<file path="src/rtl/johnson_seq_monitor.sv">
// johnson_seq_monitor
//   Receive-side checker for a Johnson counter stream. Each valid cycle it
//   decodes in_code to a position and a one-hot count. It flags illegal words
//   and wrong successors, and it tracks lock over consecutive correct steps.
//   Every output is registered, so the response appears one cycle after the
//   sampling edge.
// Ports:
//   clk          rising-edge clock
//   rst          synchronous active-high reset, highest priority
//   in_valid     in_code is sampled this cycle
//   in_code      Johnson code word, MSB-first
//   pos_valid    pulse: pos/onehot updated from a legal sample
//   pos          decoded position 0..N-1
//   onehot       one-hot count, bit (N-1-pos) set; cleared on illegal sample
//   locked       LOCK_CNT consecutive correct steps seen since the anchor
//   err_illegal  pulse: illegal code sampled
//   err_seq      pulse: legal code that is not the expected successor
//   err_count    saturating count of all error pulses
module johnson_seq_monitor #(
  parameter int WIDTH    = 4,
  parameter int LOCK_CNT = 4,
  parameter int ERR_W    = 8,
  localparam int N  = 2 * WIDTH,
  localparam int PW = (N > 1) ? $clog2(N) : 1
) (
  input  logic             clk,
  input  logic             rst,
  input  logic             in_valid,
  input  logic [WIDTH-1:0] in_code,
  output logic             pos_valid,
  output logic [PW-1:0]    pos,
  output logic [N-1:0]     onehot,
  output logic             locked,
  output logic             err_illegal,
  output logic             err_seq,
  output logic [ERR_W-1:0] err_count
);

  localparam int RW = $clog2(LOCK_CNT + 1);

  typedef enum logic [1:0] {UNLOCKED, LOCKING, LOCKED} state_t;

  state_t        state;
  logic [RW-1:0] run;
  logic          have_prev;

  // Code word of position p: positions up to WIDTH fill ones from the MSB,
  // and later positions drain them from the MSB, leaving ones at the LSB end.
  function automatic logic [WIDTH-1:0] code_of(input int p);
    logic [WIDTH-1:0] c;
    c = '0;
    for (int b = 0; b < WIDTH; b++)
      c[b] = (p <= WIDTH) ? (b >= WIDTH - p) : (b < N - p);
    return c;
  endfunction

  logic          dec_legal;
  logic [PW-1:0] dec_pos;
  logic [N-1:0]  dec_onehot;
  logic [PW-1:0] nxt_pos;
  logic          step_ok;
  logic          seq_bad;
  logic          err_evt;

  always_comb begin
    dec_legal  = 1'b0;
    dec_pos    = '0;
    dec_onehot = '0;
    for (int p = 0; p < N; p++) begin
      if (in_code == code_of(p)) begin
        dec_legal         = 1'b1;
        dec_pos           = PW'(p);
        dec_onehot        = '0;
        dec_onehot[N-1-p] = 1'b1;
      end
    end
  end

  // The pos register doubles as the previous position; have_prev says
  // whether it holds a usable anchor.
  assign nxt_pos = (pos == PW'(N - 1)) ? '0 : pos + 1'b1;
  assign step_ok = (dec_pos == nxt_pos);
  assign seq_bad = have_prev && !step_ok;
  assign err_evt = in_valid && (!dec_legal || seq_bad);

  always_ff @(posedge clk) begin
    if (rst) begin
      state       <= UNLOCKED;
      run         <= '0;
      have_prev   <= 1'b0;
      pos_valid   <= 1'b0;
      pos         <= '0;
      onehot      <= '0;
      locked      <= 1'b0;
      err_illegal <= 1'b0;
      err_seq     <= 1'b0;
      err_count   <= '0;
    end else begin
      pos_valid   <= 1'b0;
      err_illegal <= 1'b0;
      err_seq     <= 1'b0;
      if (err_evt && err_count != '1)
        err_count <= err_count + 1'b1;
      if (in_valid) begin
        if (!dec_legal) begin
          // pos holds on purpose. The anchor is dropped, so the next legal
          // word re-anchors without a sequence error.
          err_illegal <= 1'b1;
          onehot      <= '0;
          have_prev   <= 1'b0;
          state       <= UNLOCKED;
          run         <= '0;
          locked      <= 1'b0;
        end else begin
          pos_valid <= 1'b1;
          pos       <= dec_pos;
          onehot    <= dec_onehot;
          have_prev <= 1'b1;
          case (state)
            UNLOCKED: begin
              state  <= LOCKING;
              run    <= '0;
              locked <= 1'b0;
            end
            LOCKING: begin
              if (seq_bad) begin
                err_seq <= 1'b1;
                run     <= '0;
              end else if (run == RW'(LOCK_CNT - 1)) begin
                state  <= LOCKED;
                locked <= 1'b1;
                run    <= '0;
              end else begin
                run <= run + 1'b1;
              end
            end
            LOCKED: begin
              if (seq_bad) begin
                err_seq <= 1'b1;
                state   <= LOCKING;
                run     <= '0;
                locked  <= 1'b0;
              end
            end
            default: begin
              state  <= UNLOCKED;
              run    <= '0;
              locked <= 1'b0;
            end
          endcase
        end
      end
    end
  end

endmodule
</file>
<file path="config.mk">
export PLATFORM = sky130hd
export DESIGN_NAME = johnson_seq_monitor
export DESIGN_NICKNAME = d
export VERILOG_FILES = /design/src/rtl/johnson_seq_monitor.sv
export SDC_FILE = /design/constraint.sdc
export NUM_CORES = 1
export LEC_CHECK = 0
export BUFFER_PORTS_ARGS = -buffer_cell sky130_fd_sc_hd__buf_2
export CELL_PAD_IN_SITES_DETAIL_PLACEMENT = 0
export CELL_PAD_IN_SITES_GLOBAL_PLACEMENT = 2
export CORE_UTILIZATION = 35
export DETAILED_ROUTE_END_ITERATION = 7
export PLACE_DENSITY_LB_ADDON = 0.05
export SLEW_MARGIN = 0
export SYNTH_ARGS = -nofsm -noshare
export SYNTH_HDL_FRONTEND = slang
export SYNTH_SLANG_ARGS = --single-unit
</file>
<file path="constraint.sdc">
create_clock -name clk -period 4.2 [get_ports clk]
set_input_delay 0.84 -clock clk [delete_from_list [all_inputs] [get_ports clk]]
set_output_delay 0.84 -clock clk [all_outputs]
set_load 0.01 [all_outputs]
</file>
* Word-level counts from Yosys, hierarchy flattened
Cells that the tools add are included.
** Word-level totals
- Output and inout port bits :: 23
- Word-level logic and storage cells :: 89
- Register bits :: 29
- Input bits :: 7
** Cells by class
- Equality and inequality tests :: 16
- Add/subtract/negate cells :: 3
- Bitwise operators :: 3
- Reduce and logical (&&, ||, !) cells :: 14
- Muxes and demuxes :: 43
** Operator list (number)
- $mux 8 :: 9
- $mux 3 :: 11
- $eq 4x4->1 const B :: 4
- $mux 1 :: 16
- $ne 3x3->1 const B :: 3
- $add 8x1->8 const B :: 1
- $mux 2 :: 4
- $ne 8x8->1 const B :: 1
- $add 3x1->3 const B :: 2
- $pmux 2 s3 :: 1
- $pmux 3 s2 :: 1
- $eq 4x1->1 const B :: 1
- $eq 4x2->1 const B :: 1
- $eq 4x3->1 const B :: 1
- $logic_not 4->1 :: 1
- $reduce_and 2->1 :: 2
- $reduce_and 4->1 :: 1
- $reduce_or 2->1 :: 2
- $reduce_or 4->1 :: 1
- $eq 3x2->1 const B :: 1
- $eq 3x3->1 :: 1
- $eq 3x3->1 const B :: 1
- $logic_and 1x1->1 :: 3
- $not 1->1 :: 3
- 6 further kinds :: 7

* Depth between registers and ports, before layout
- Depth in word-level cells :: 14
- Mapped depth :: 9
- Mapped depth without buffers :: 8

* Least setup slack after synthesis
OpenSTA, ideal clock, no wires.
- Path kind :: input-to-reg
- From :: input port in_code[3]
- To :: register err_count[6]
- Data required time :: 4.079 ns
- Data arrival time :: 2.435 ns
- Path slack :: 1.644 ns
- Path buffers :: 2
- Setup time :: 0.121 ns
- Cell stages on the path :: 8
- Path through :: buf_6 > xnor2_1 > or3_4 > o311ai_2 > a21oi_4 > buf_6 > nor4_4 > mux2_4
** On the way
- Longest elaborated chain between the ends :: 14
- Elaborated cells between the ends (all ways) :: 30
- Those cells by class :: eq/ne (8); mux (15); reduce/logical (7)
** RTL lines
- start, declared :: line 29 : input logic [WIDTH-1:0] in_code,
- $eq 4x4->1 :: line 70 : if (in_code == code_of(p)) begin
- $mux 1 :: line 70
- $mux 3 (6 in series) :: line 70
- $eq 3x3->1 :: line 82 : assign step_ok = (dec_pos == nxt_pos);
- $logic_not 1->1 :: line 83 : assign seq_bad = have_prev && !step_ok;
- $logic_and 1x1->1 :: line 83
- $logic_or 1x1->1 (*) :: line 84 : assign err_evt = in_valid && (!dec_legal || seq_bad);
- $logic_and 1x1->1 (*) :: line 84
- $logic_and 1x1->1 (*) :: line 102 : if (err_evt && err_count != '1)
- end signal, assigned :: line 103 : err_count <= err_count + 1'b1;
- end, declared :: line 36 : output logic [ERR_W-1:0] err_count
Every way passes the cells marked *; elsewhere a longest branch is shown, timed or not.
A chain may end at the register's enable or synchronous reset.

* Worst setup path after layout
- From :: input port in_code[3]
- To :: register err_count[7]
Same word-level chain as after synthesis.

==> metrics.yaml <==
status:
  status: "complete, but fails checks"
  violations: "DRC"
clocking:
  cts_resized: 0
  clk_latency_ps: 280
  clkTransAtPathRegs_ps: 70
  cts_hold_buf: 0
  cts.sinks: 29
  cts_made_buffers: 5
  cts_tree: "built"
  max-clock-path-buffers: 2
  cts_root_buf: "clkbuf_8"
  postCtsSetupBuffers: 0
  h-tree-depth: 2
synth:
  syn_avg_cell_area_um2: 8.51
  synthXorXnorAreaFrac: 0.0107
  synth_top_family_by_area: "simple AND/OR/NAND/NOR gates"
  synthArstFlopShare: 0
  synth_edf_count: 0
  synthFlopType: "dfxtp_1"
  synth_area_leaders: "dfxtp_1 35%, ha_1 6.1%, a21oi_1 5.8%"
  ys_seq_elements: 29
  synth_nets: 208
  synth_mux_area_frac: 0.0548
  synth_top_area_cell: "dfxtp_1"
  yosysWarnings: 0
  syn_inst: 193
  yosysTopAreaCellShare: 0.353
  netlist_area_um2: 1640
  yosysUniqueCellTypes: 49
  synth-compound-area-share: 0.190
  synth-simple-area-share: 0.274
  synthAdderAreaFrac: 0.0609
  yosysSeqAreaShare: 0.353
critical_path:
  r2r_slack_ps: 1670
  cp_max_fo: 15
  worstSetupPathType: "in2reg"
  cp.arrival_ps: 2740
  crit_path_start_kind: "primary input"
  worst_setup_path_end_kind: "flop"
  startpoint: "in_code[3]"
  cp.required_ps: 4370
  regToRegStartpoint: "pos[0]"
grt:
  track_usage: 0.160
  grt_pass1_wl_mm: 6.06
  grt_pass1_vias: 1253
  grt_max_degree: 30
  met3_usage: 0.0447
  met1_usage: 0.215
  antenna_found_initial: 0
  gr-max-usage-layer: "met2"
  grtUsageMet2: 0.239
  grt.overflow.total: 0
timing:
  rsz0062_at_grt: "false"
  hold_viol: 0
  setup-tns-final_ps: 0
  maxSlewViolCount: 0
  period_needed_ps: 2570
  slew_headroom: 0.170
  setup_violations: 0
  fmax_mhz: 389
  tightest_slew_ps: 1230
  fin_skew_ps: 4.74
  fin_crit_sh: 0.611
pwr:
  powerDensity_nw_per_um2: 325
  p_leak_nw: 0.746
  peakVddDrop_v: 0.000202
drt:
  drtPass1Iterations: 6
  ant_nets: 0
  finalWirelength_mm: 3.77
  drt-initial-drc-count: 43
  vias_per_cell: 5.41
  drcViolationCount: 2
  num_vias: 1467
  wl_per_cell_um: 13.9
die:
  fp.dieH_um: 70.5
  die-area_um2: 4970
  core.rowCount: 24
  core_um2: 4440
  io_pins: 30
  die_w_um: 70.5
  start_util: 0.370
final_layout:
  areaGrowthSynthToFinish_pct: 14.2
  drive_gt1_frac: 0.215
  n_fill_cell: 458
  finalNetCount: 233
  instances_no_fill: 271
  fin_area_um2: 1880
  diodes: 0
job:
  drv_cap: 0
place:
  placed_area_um2: 1790
  portBuffers: 29
  dp.cells: 263
  dp_hpwl_mm: 2.64
  gp_congestion: 0.819
min_path:
  min_from: "run[2]"
  min_path_type: "reg2reg"
[layout make-up]
cell class                 instances  area, um^2  share of cell area
clock inverter                     3        17.5             0.00933
tap                               52        65.1              0.0347
inverter                           8        30.0              0.0160
clock buffer                       5        68.8              0.0367
multi-input combinational        145         970               0.517
timing repair buffer              29         145              0.0773
sequential                        29         581               0.309
[critical path: stages]
cell and delay, ps:
buf_2 160, or2_1 240, a211oi_1 440, o311ai_2 190
a21oi_4 420, nor4_1 130, mux2_2 320
[logic make-up (layout without fill, tap and decap cells)]
logic type | Yosys count | count (layout)
DFF | 29 | 29
AOI/OAI and AO/OA | 47 | 47
xor gates and xnor gates | 2 | 2
buffers and inverters | 19 | 45
and+or+nand+nor | 80 | 80
muxes | 8 | 8
adders and majority gates | 8 | 8
[flip-flops by register name, summed over array words and instances, names as in the netlist]
signal       count
err_seq          1
err_count        8
state            2
onehot           8
locked           1
have_prev        1
pos_valid        1
err_illegal      1
run              3
pos              3
[per-layer routing]
metal,wire (um),up-vias
met4,41,0
met3,125,6
met2,1630,28
met5,0,-
li1,-,751
met1,1970,682
[stage by stage]
| step | power, W | setup WS (ps) | hold slack (ps) | util |
|---|---|---|---|---|
| final | 0.000610 | 1630 | 432 | 0.422 |
| after global routing | 0.000646 | 1490 | 451 | 0.422 |
| after CTS | 0.000620 | 1610 | 438 | 0.422 |
| after detailed placement | 0.000387 | 1310 | 426 | 0.403 |
| after global placement | 0.000386 | 1350 | 420 | 0.403 |
| after floorplan | 0.000365 | 1640 | 407 | - |
[cell usage in the layout (no fill, tap or decap), types with 2 or more instances in the layout]
cell type	instances
a211oi_1	7
a21oi_1	19
buf_2	29
clkbuf_8	5
clkinv_2	2
dfxtp_1	29
ha_1	8
inv_1	8
mux2_2	4
mux2i_1	3
nand2_1	14
nand2b_1	3
nand3_1	8
nand3b_1	4
nand4_1	2
nand4b_1	3
nor2_1	19
nor2b_1	5
nor3_1	5
nor4_1	3
o21ai_0	8
o31a_1	2
o31ai_1	2
or3b_1	2
or4_1	2
[cell usage after synthesis, types with 2 or more instances]
cell type and number:
nor4_1 3, nor3_1 5, buf_2 2, or4_1 2, nor2b_1 5, nand2_1 14, clkbuf_1 5, a211oi_1 7
buf_6 2, nand2b_1 3, ha_1 8, mux2i_1 3, o31ai_1 2, o31a_1 2, nor2_1 19, nand3_1 8
a21oi_1 19, nand4b_1 3, or3b_1 2, nand3b_1 4, dfxtp_1 29, o21ai_0 8, inv_1 8, nand4_1 2
mux2_2 4
[path summary, 6_finish.rpt]
kind,end,cells past startpoint
max,err_count[7],7
max reg2reg,err_count[7],7
min reg2reg,run[2],2
min,run[2],2
[where the power goes]
group | internal (W) | leakage [nW] | switching (W)
registers | 0.000283 | 0.235 | 0.00000707
logic | 0.0000319 | 0.467 | 0.0000584
clock network | 0.000114 | 0.0439 | 0.000116
total | 0.000429 | 0.746 | 0.000181
No activity file was read; power rests on OpenSTA's default activity.
